## src/rtl/counter_sequencer_if.sv

```systemverilog
// counter_sequencer_if
//   Bundles the control-master and count-consumer signals of
//   counter_sequencer. WIDTH/SWEEP_W must match the attached sequencer.
//   master : drives cfg_valid/cfg_lo/cfg_hi/cfg_mode/cfg_sweeps, start, stop,
//            pause; observes cfg_ready, cfg_err, cont, dir, busy, wrap, done.
//   slave  : the sequencer side (directions reversed).
interface counter_sequencer_if #(
   parameter int unsigned WIDTH   = 4,
   parameter int unsigned SWEEP_W = 8
);
   logic               cfg_valid;
   logic               cfg_ready;
   logic [WIDTH-1:0]   cfg_lo;
   logic [WIDTH-1:0]   cfg_hi;
   logic [1:0]         cfg_mode;
   logic [SWEEP_W-1:0] cfg_sweeps;
   logic               cfg_err;
   logic               start;
   logic               stop;
   logic               pause;
   logic [WIDTH-1:0]   cont;
   logic               dir;
   logic               busy;
   logic               wrap;
   logic               done;

   modport master (
      output cfg_valid, cfg_lo, cfg_hi, cfg_mode, cfg_sweeps, start, stop, pause,
      input  cfg_ready, cfg_err, cont, dir, busy, wrap, done
   );

   modport slave (
      input  cfg_valid, cfg_lo, cfg_hi, cfg_mode, cfg_sweeps, start, stop, pause,
      output cfg_ready, cfg_err, cont, dir, busy, wrap, done
   );
endinterface

```

## src/rtl/counter_sequencer.sv

```systemverilog
// counter_sequencer
//   Programmable up/down sweep counter controller. Holds a configuration
//   (lo/hi bounds, mode, sweep count), runs the count on start, aborts on
//   stop and pulses done after the configured number of endpoint events.
//   Modes: 00 up-wrap, 01 down-wrap, 10 bounce, 11 rejected.
//   Optional feature macro: SEQ_PAUSE_EN (builds the PAUSE state; otherwise
//   the pause input is ignored).
// Ports
//   clk   : clock, all state on rising edge
//   reset : synchronous active-high reset
//   bus   : counter_sequencer_if.slave (config handshake, start/stop/pause,
//           cont/dir/busy/wrap/done status); all outputs registered
module counter_sequencer #(
   parameter int unsigned WIDTH   = 4,
   parameter int unsigned SWEEP_W = 8
) (
   input  logic               clk,
   input  logic               reset,
   counter_sequencer_if.slave bus
);

`ifdef SEQ_PAUSE_EN
   typedef enum logic [1:0] {S_IDLE = 2'd0, S_RUN = 2'd1, S_PAUSE = 2'd2, S_DONE = 2'd3} state_t;
`else
   typedef enum logic [1:0] {S_IDLE = 2'd0, S_RUN = 2'd1, S_DONE = 2'd3} state_t;
`endif

   typedef enum logic [1:0] {
      MODE_UP     = 2'b00,
      MODE_DOWN   = 2'b01,
      MODE_BOUNCE = 2'b10,
      MODE_BAD    = 2'b11
   } mode_t;

   localparam logic [WIDTH-1:0]   ONE_W = WIDTH'(1);
   localparam logic [SWEEP_W-1:0] ONE_S = SWEEP_W'(1);

   state_t             r_state;
   logic [WIDTH-1:0]   r_cont;
   logic               r_dir;
   logic               r_busy;
   logic               r_wrap;
   logic               r_done;
   logic               r_cfg_err;
   logic               r_cfg_ready;
   logic [WIDTH-1:0]   r_lo;
   logic [WIDTH-1:0]   r_hi;
   mode_t              r_mode;
   logic [SWEEP_W-1:0] r_sweeps;
   logic [SWEEP_W-1:0] r_sweep_cnt;

   state_t             w_state_nxt;
   logic [WIDTH-1:0]   w_cont_nxt;
   logic               w_dir_nxt;
   logic               w_busy_nxt;
   logic               w_wrap_nxt;
   logic               w_done_nxt;
   logic               w_cfg_err_nxt;
   logic [WIDTH-1:0]   w_lo_nxt;
   logic [WIDTH-1:0]   w_hi_nxt;
   mode_t              w_mode_nxt;
   logic [SWEEP_W-1:0] w_sweeps_nxt;
   logic [SWEEP_W-1:0] w_sweep_cnt_nxt;

   logic               w_cfg_hs;
   logic               w_cfg_bad;
   logic [WIDTH-1:0]   w_step_cont;
   logic               w_step_dir;
   logic               w_event;
   logic [SWEEP_W-1:0] w_sweep_inc;
   logic               w_last;

`ifndef SEQ_PAUSE_EN
   logic w_unused_pause;
   assign w_unused_pause = bus.pause;
`endif

   assign w_cfg_hs  = bus.cfg_valid && r_cfg_ready;
   assign w_cfg_bad = (bus.cfg_lo >= bus.cfg_hi) || (bus.cfg_mode == MODE_BAD);

   // Candidate single step from the current count, independent of state.
   always_comb begin
      w_step_cont = r_cont;
      w_step_dir  = r_dir;
      w_event     = 1'b0;
      unique case (r_mode)
         MODE_UP: begin
            if (r_cont == r_hi) begin
               w_event     = 1'b1;
               w_step_cont = r_lo;
            end else begin
               w_step_cont = r_cont + ONE_W;
            end
         end
         MODE_DOWN: begin
            if (r_cont == r_lo) begin
               w_event     = 1'b1;
               w_step_cont = r_hi;
            end else begin
               w_step_cont = r_cont - ONE_W;
            end
         end
         default: begin
            // Bounce turns around at the endpoint in the same step, so the
            // endpoint value is shown once per pass.
            if (!r_dir) begin
               if (r_cont == r_hi) begin
                  w_event     = 1'b1;
                  w_step_dir  = 1'b1;
                  w_step_cont = r_hi - ONE_W;
               end else begin
                  w_step_cont = r_cont + ONE_W;
               end
            end else begin
               if (r_cont == r_lo) begin
                  w_event     = 1'b1;
                  w_step_dir  = 1'b0;
                  w_step_cont = r_lo + ONE_W;
               end else begin
                  w_step_cont = r_cont - ONE_W;
               end
            end
         end
      endcase
      w_sweep_inc = r_sweep_cnt + ONE_S;
      w_last      = w_event && (r_sweeps != '0) && (w_sweep_inc == r_sweeps);
   end

   // Next-state and registered-output logic.
   always_comb begin
      w_state_nxt     = r_state;
      w_cont_nxt      = r_cont;
      w_dir_nxt       = r_dir;
      w_wrap_nxt      = 1'b0;
      w_done_nxt      = 1'b0;
      w_cfg_err_nxt   = 1'b0;
      w_lo_nxt        = r_lo;
      w_hi_nxt        = r_hi;
      w_mode_nxt      = r_mode;
      w_sweeps_nxt    = r_sweeps;
      w_sweep_cnt_nxt = r_sweep_cnt;

      unique case (r_state)
         S_IDLE, S_DONE: begin
            if (w_cfg_hs) begin
               if (w_cfg_bad) begin
                  w_cfg_err_nxt = 1'b1;
               end else begin
                  w_lo_nxt     = bus.cfg_lo;
                  w_hi_nxt     = bus.cfg_hi;
                  w_mode_nxt   = mode_t'(bus.cfg_mode);
                  w_sweeps_nxt = bus.cfg_sweeps;
               end
            end else if (bus.start) begin
               w_state_nxt     = S_RUN;
               w_sweep_cnt_nxt = '0;
               if (r_mode == MODE_DOWN) begin
                  w_cont_nxt = r_hi;
                  w_dir_nxt  = 1'b1;
               end else begin
                  w_cont_nxt = r_lo;
                  w_dir_nxt  = 1'b0;
               end
            end
         end
         S_RUN: begin
            if (bus.stop) begin
               w_state_nxt = S_IDLE;
`ifdef SEQ_PAUSE_EN
            end else if (bus.pause) begin
               w_state_nxt = S_PAUSE;
`endif
            end else begin
               if (w_event) begin
                  w_wrap_nxt      = 1'b1;
                  w_sweep_cnt_nxt = w_sweep_inc;
               end
               if (w_last) begin
                  // Final event: hold at the endpoint instead of stepping.
                  w_state_nxt = S_DONE;
                  w_done_nxt  = 1'b1;
               end else begin
                  w_cont_nxt = w_step_cont;
                  w_dir_nxt  = w_step_dir;
               end
            end
         end
`ifdef SEQ_PAUSE_EN
         S_PAUSE: begin
            if (bus.stop) begin
               w_state_nxt = S_IDLE;
            end else if (!bus.pause) begin
               w_state_nxt = S_RUN;
            end
         end
`endif
         default: begin
            w_state_nxt = S_IDLE;
         end
      endcase

      w_busy_nxt = (w_state_nxt == S_RUN);
`ifdef SEQ_PAUSE_EN
      w_busy_nxt = w_busy_nxt || (w_state_nxt == S_PAUSE);
`endif
   end

   always_ff @(posedge clk) begin
      if (reset) begin
         r_state     <= S_IDLE;
         r_cont      <= '0;
         r_dir       <= 1'b0;
         r_busy      <= 1'b0;
         r_wrap      <= 1'b0;
         r_done      <= 1'b0;
         r_cfg_err   <= 1'b0;
         r_cfg_ready <= 1'b1;
         r_lo        <= '0;
         r_hi        <= '1;
         r_mode      <= MODE_BOUNCE;
         r_sweeps    <= '0;
         r_sweep_cnt <= '0;
      end else begin
         r_state     <= w_state_nxt;
         r_cont      <= w_cont_nxt;
         r_dir       <= w_dir_nxt;
         r_busy      <= w_busy_nxt;
         r_wrap      <= w_wrap_nxt;
         r_done      <= w_done_nxt;
         r_cfg_err   <= w_cfg_err_nxt;
         r_cfg_ready <= !w_busy_nxt;
         r_lo        <= w_lo_nxt;
         r_hi        <= w_hi_nxt;
         r_mode      <= w_mode_nxt;
         r_sweeps    <= w_sweeps_nxt;
         r_sweep_cnt <= w_sweep_cnt_nxt;
      end
   end

   assign bus.cont      = r_cont;
   assign bus.dir       = r_dir;
   assign bus.busy      = r_busy;
   assign bus.wrap      = r_wrap;
   assign bus.done      = r_done;
   assign bus.cfg_err   = r_cfg_err;
   assign bus.cfg_ready = r_cfg_ready;

endmodule

```

## src/flat_wrapper.sv

```systemverilog
// flat-port wrapper written by rule: the top's interface ports become plain ports
module counter_sequencer_flat 
#(
   parameter int unsigned WIDTH   = 4,
   parameter int unsigned SWEEP_W = 8
)
  (clk, reset, bus_cfg_valid, bus_cfg_lo, bus_cfg_hi, bus_cfg_mode, bus_cfg_sweeps, bus_start, bus_stop, bus_pause, bus_cfg_ready, bus_cfg_err, bus_cont, bus_dir, bus_busy, bus_wrap, bus_done);
  counter_sequencer_if #(.WIDTH(WIDTH), .SWEEP_W(SWEEP_W)) bus_i ();
  input  logic clk;
  input  logic reset;
  input wire logic [$bits(bus_i.cfg_valid)-1:0] bus_cfg_valid;
  input wire logic [$bits(bus_i.cfg_lo)-1:0] bus_cfg_lo;
  input wire logic [$bits(bus_i.cfg_hi)-1:0] bus_cfg_hi;
  input wire logic [$bits(bus_i.cfg_mode)-1:0] bus_cfg_mode;
  input wire logic [$bits(bus_i.cfg_sweeps)-1:0] bus_cfg_sweeps;
  input wire logic [$bits(bus_i.start)-1:0] bus_start;
  input wire logic [$bits(bus_i.stop)-1:0] bus_stop;
  input wire logic [$bits(bus_i.pause)-1:0] bus_pause;
  output wire logic [$bits(bus_i.cfg_ready)-1:0] bus_cfg_ready;
  output wire logic [$bits(bus_i.cfg_err)-1:0] bus_cfg_err;
  output wire logic [$bits(bus_i.cont)-1:0] bus_cont;
  output wire logic [$bits(bus_i.dir)-1:0] bus_dir;
  output wire logic [$bits(bus_i.busy)-1:0] bus_busy;
  output wire logic [$bits(bus_i.wrap)-1:0] bus_wrap;
  output wire logic [$bits(bus_i.done)-1:0] bus_done;
  assign bus_i.cfg_valid = bus_cfg_valid;
  assign bus_i.cfg_lo = bus_cfg_lo;
  assign bus_i.cfg_hi = bus_cfg_hi;
  assign bus_i.cfg_mode = bus_cfg_mode;
  assign bus_i.cfg_sweeps = bus_cfg_sweeps;
  assign bus_i.start = bus_start;
  assign bus_i.stop = bus_stop;
  assign bus_i.pause = bus_pause;
  assign bus_cfg_ready = bus_i.cfg_ready;
  assign bus_cfg_err = bus_i.cfg_err;
  assign bus_cont = bus_i.cont;
  assign bus_dir = bus_i.dir;
  assign bus_busy = bus_i.busy;
  assign bus_wrap = bus_i.wrap;
  assign bus_done = bus_i.done;
  counter_sequencer #(.WIDTH(WIDTH), .SWEEP_W(SWEEP_W)) u_core (.clk(clk), .reset(reset), .bus(bus_i));
endmodule
```

## config.mk

```make
export PLATFORM = sky130hd
export DESIGN_NAME = counter_sequencer_flat
export DESIGN_NICKNAME = d
export VERILOG_FILES = /design/src/rtl/counter_sequencer_if.sv /design/src/rtl/counter_sequencer.sv /design/src/flat_wrapper.sv
export SDC_FILE = /design/constraint.sdc
export NUM_CORES = 1
export LEC_CHECK = 0
export ABC_AREA = 1
export CORE_UTILIZATION = 55
export CTS_BUF_LIST = sky130_fd_sc_hd__clkbuf_8
export CTS_CLUSTER_SIZE = 40
export DETAILED_ROUTE_END_ITERATION = 8
export PLACE_DENSITY = 0.79
export SYNTH_ARGS = -nofsm -noshare
export SYNTH_HDL_FRONTEND = slang
export SYNTH_SLANG_ARGS = --single-unit
```

## constraint.sdc

```tcl
create_clock -name clk -period 2.13 [get_ports clk]
set_clock_uncertainty 0.15 [all_clocks]
set_input_delay 0.213 -clock clk [delete_from_list [all_inputs] [get_ports clk]]
set_output_delay 0.213 -clock clk [all_outputs]
set_load 0.005 [all_outputs]
```

After elaboration in Yosys (flattened, before gate mapping)
Cells that the tools add are included.

operators by class
  $add $sub $neg = 5
  magnitude comparators = 1
  eq/ne operators = 14
  mux-type cells = 38
  bitwise logic cells = 4
  reductions and logical operators = 17

operators with widths
  operator                                             count
  two-way mux 4 bit                                    10
  two-way mux 8 bit                                    4
  case mux 4 bit (2 select lines)                      2
  case mux 8 bit (2 select lines)                      1
  two-way mux 1 bit                                    14
  inequality test 2 bit, second input constant         5
  AND reduction 5 bit                                  2
  adder 4 x 1 -> 4 bit, second input constant          2
  adder 8 x 1 -> 8 bit, second input constant          1
  equality test 4 bit                                  2
  equality test 8 bit                                  1
  two-way mux 2 bit                                    4
  nonzero test 8 bit                                   1
  subtractor 4 x 1 -> 4 bit, second input constant     2
  equality test 2 x 1 -> 1 bit, second input constant  3
  AND reduction 6 bit                                  1
  OR reduction 3 bit                                   2
  equality test 2 bit, second input constant           2
  greater-or-equal comparator 4 bit                    1
  zero test 2 bit                                      2
  inverter 1 bit                                       4
  case mux 1 bit (2 select lines)                      2
  case mux 2 bit (2 select lines)                      1
  OR reduction 2 bit                                   2
  other kinds (6)                                      8

word-level totals
  register bits = 38
  input port bits = 24
  logic and storage cells = 92

Depth between registers and ports, before layout
  depth after elaboration = 11
  gate-level depth with buffers = 16
  mapped depth without buffers = 16

Worst setup path after synthesis
OpenSTA, ideal clock, no wires.

  path kind = reg-to-reg
  start = register u_core.r_sweep_cnt[1]
  end = register u_core.r_dir (netlist: u_core.bus.dir)
  library setup time = 0.115 ns
  arrival time = 1.614 ns
  required time = 1.865 ns
  setup slack = 0.251 ns
  stages on the path, launching flop included = 11
  buffers on the path = 0
  period minus slack after synthesis = 1.879 ns
  path through = dfxtp_1 > ha_1 > xor2_1 > nor2_1 > nand3_1 > nor2_1 > nand2_1 > nor2_1 > nand3_4 > a21oi_1 > nor2_1

on the way
  word-level cells in the longest chain between the ends = 5

RTL lines
  item                             line                      RTL
  from (decl)                      counter_sequencer.sv:50   logic [SWEEP_W-1:0] r_sweep_cnt;
  from (signal assigned)           counter_sequencer.sv:236  r_sweep_cnt <= w_sweep_cnt_nxt;
  adder 8 x 1 -> 8 bit             counter_sequencer.sv:125  w_sweep_inc = r_sweep_cnt + ONE_S;
  equality test 8 bit              counter_sequencer.sv:126  w_last = w_event && (r_sweeps != '0) && (w_sweep_inc == r_sweeps);
  logical AND 1 bit                counter_sequencer.sv:126
  inequality test 2 bit (no line)  -
  AND reduction 6 bit (no line)    -
  to (signal assigned)             counter_sequencer.sv:226  r_dir <= w_dir_nxt;
  to (decl)                        counter_sequencer.sv:40   logic r_dir;

Every way passes these cells.
A chain may end at the register's enable or synchronous reset.

Worst setup path after layout
  start = register u_core.r_lo[2]
  end = register u_core.r_cont[3] (netlist: u_core.bus.cont[3])

on the way
  word-level cells in the longest chain between the ends = 8
  elaborated cells on any way between the ends = 16
  classes of those cells = add/sub: 1; eq/ne: 2; mux: 10; reduce/logical: 3

RTL lines
  item                                                          line                      RTL
  from (decl)                                                   counter_sequencer.sv:46   logic [WIDTH-1:0] r_lo;
  from (signal assigned)                                        counter_sequencer.sv:232  r_lo <= w_lo_nxt;
  branches (longest 8 deep; another with adder 4 x 1 -> 4 bit)  -
  to (signal assigned)                                          counter_sequencer.sv:225  r_cont <= w_cont_nxt;
  to (decl)                                                     counter_sequencer.sv:39   logic [WIDTH-1:0] r_cont;

Parallel ways; which one is timed is not known. The select of a mux whose other input is x is not followed.

==> run metrics <==
run status=completed; Yosys top cell area share=0.270; Seq/Total Area, Yosys=0.270; share of cells above drive strength 1=0.214; Setup CP Type=reg2reg; Synth async-reset ratio=0; Critical Path RT=2.20 ns; # hold bufs at CTS=0; multi-input combinational cell area=1970 sq um; Hold Fails Final Rpt=0; HP Class=in2reg; Min Clock Period, post-route=2.01 ns; Die Ht=73.5 um; CP peak stage delay=0.31 ns; post-synth top area cell=dfxtp_1; final count of negative-setup-slack endpoints=0; worst skew pair latency=0.28 ns; highest clock rate=497 MHz; Layout area overhead=31.7%; startpoint types=flip-flop; Slew @ Worst Pin=0.362 ns; largest net degree at the start of global routing=25; Hold Slack=0.136 ns; Routed Antenna Nets=0; GR Overflow Total=0; Die Width=73.5 um; Mapped Cells=445; placed cell count=553; Synth Flop Type=dfxtp_1; GRT Resource Usage Total=0.287; Post-route DRC=0; diode count=0; top cells by area, synth=dfxtp_1, nand2_1, nand3_1; average wire per cell in the routed design=13.9 um; Yosys Warn Count=0; vias in the first global route=2621; Slew Viols, Final=0; die footprint=5410 sq um; most frequent CP cell=nand2_1; leading cell types by count after synthesis=nand2_1, inv_1, nand3_1, nor2_1, dfxtp_1; routability congestion estimate=0.960; initial antenna violation count=0; Cell Area, Synth=2810 sq um; Syn Area/Cell=6.32 sq um; via count=3102; Power, Total=2.48 mW; fillers=388; Synth cell types=33; nets=534; buffer and inverter count on the worst path=2; hpwl dp=5750 um; Peak VDD IR=0.497 mV; unrepaired setup endpoints after global routing=yes; initial drt markers=169; power per cell area=669 nW/um^2; #FFs+latches synth=38; CP top delay family=simple AND/OR/NAND/NOR gates; CP Cell Sequence=buf_4 -> nand2_1 -> nand2_1 -> nor2_4 -> nand3_1 -> nand2_1 -> inv_2 -> a21oi_4 -> nand3_4 -> nand3_2 -> nand2_1 -> nor2_1; register area=776 sq um; total wire length=7850 um; H-tree Lvls=2; clk root buf=clkbuf_8; Starting Density=0.584; leakage power figure=1.79 nW; top-count cell post-synth=nand2_1; # IOs=34; vias per cell=5.48; Longest Clk Path Bufs=2; max_cap viols=0; Clock Sinks=38; FP Rows=25; EDFF count, synth=0; Port Buffers=32; crit path max fanout=6; clk slew on worst S/H paths=0.07 ns; slowest CP cell=dfxtp_1; Core ar.=4820 sq um; critical path arrival=2.08 ns; CTS tree=built; TNS Setup=0 ns; Non-Filler Instances=566; crit end category=flip-flop; Slew HR=0.758; first-pass GRT wire length=12000 um; CTS Buf Count=5; syn nets=480; Pre-antenna DRT Iters=5; fin crit share=0.944
==> worst paths after layout <==
path	endpoint	startpoint	slack [ns]	cells after the start
max	u_core.bus.cont[3]	u_core.r_lo[2]	0.12	12
min	u_core.r_hi[0]	bus_cfg_hi[0]	0.14	3
max reg2reg	u_core.bus.cont[3]	u_core.r_lo[2]	0.12	12
min reg2reg	u_core.r_sweep_cnt[4]	u_core.r_sweep_cnt[4]	0.34	2
==> kinds of logic after synthesis <==
logic type,Yosys count,synth area share
compound gates,75,0.148
buf+inv,69,0.0992
simple gates,246,0.415
xor+xnor,6,0.0187
fa+ha+maj,11,0.0489
flops,38,0.270
==> state kept, by name (all words and copies together), names as in the netlist, 2 cells and up <==
signal and flops:
u_core.r_state 2, u_core.r_sweeps 8, u_core.r_mode 2, u_core.r_hi 4
u_core.bus.cont 4, u_core.r_lo 4, u_core.r_sweep_cnt 8
==> report_power, final <==
group,internal (mW),total [mW],leakage (nW),switching [mW]
combinational,0.402,0.970,1.42,0.568
sequential,0.789,0.884,0.314,0.0945
clock,0.375,0.628,0.0573,0.253
total,1.57,2.48,1.79,0.916
==> per-layer routing <==
metal  routed length [um]  up-vias  GRT usage
li1                     -     1559          -
met5                    0        -          0
met2                 3490      131      0.425
met4                  110        0     0.0620
met3                  546       13     0.0453
met1                 3700     1399      0.434
==> tightest hold or removal path, stage by stage <==
cell and delay [ns]:
dlymetal6s2s_1 0.16, a21oi_1 0.10, o21ai_0 0.06
==> layout by cell type (no fill, tap or decap), types with 2 or more instances in the layout <==
master | Yosys | layout
buf_6 | 1 | 2
nor2_8 | 2 | 2
o21ai_1 | 2 | 4
ha_4 | 0 | 5
nand3b_1 | 3 | 3
o21ai_2 | 1 | 2
nand3_1 | 46 | 44
dfxtp_2 | 0 | 9
buf_4 | 2 | 26
ha_1 | 11 | 6
nand4_1 | 10 | 10
a21oi_1 | 36 | 32
nand2_2 | 5 | 10
nand2_4 | 6 | 7
nand3_4 | 2 | 3
a21oi_2 | 3 | 5
nor2_2 | 1 | 2
inv_2 | 7 | 13
nor2_1 | 42 | 38
clkdlybuf4s50_1 | 0 | 24
o211ai_1 | 3 | 3
clkbuf_8 | 0 | 6
nand3_2 | 0 | 2
a21oi_4 | 1 | 3
nor3_1 | 6 | 6
nand2_1 | 119 | 113
dfxtp_1 | 38 | 28
inv_1 | 47 | 41
xor2_1 | 5 | 5
o21ai_0 | 27 | 24
nor2_4 | 2 | 5
dlymetal6s2s_1 | 0 | 8
==> through the flow <==
| step | setup WS [ns] | cell area (sq um) | util |
|---|---|---|---|
| after floorplan | 0.251 | 2810 | - |
| after global placement | -0.134 | 3320 | 0.690 |
| after detailed placement | -0.299 | 3320 | 0.690 |
| after CTS | 0.0412 | 3430 | 0.713 |
| after global routing | -0.0274 | 3710 | 0.770 |
| final | 0.119 | 3710 | 0.770 |
==> repair_timing <==
action / 4_1_cts / 5_1_grt
cloned: 0 / 2
pin swaps: 0 / 22
setup buffers: 0 / 4
endpoints found under the setup margin: 3 / 33
gates resized for setup: 1 / 63
endpoints found under the hold margin: 0 / 0
==> layout make-up <==
class / count / share of cell area
repair inverters: 1 / 0.00202
inverters: 54 / 0.0547
clock buffers: 6 / 0.0223
clock inverters: 1 / 0.00810
flip-flops and latches: 38 / 0.209
repair buffers: 60 / 0.151
multi-input cells: 339 / 0.531
well taps: 67 / 0.0226
(Power assumes the default switching activity.)
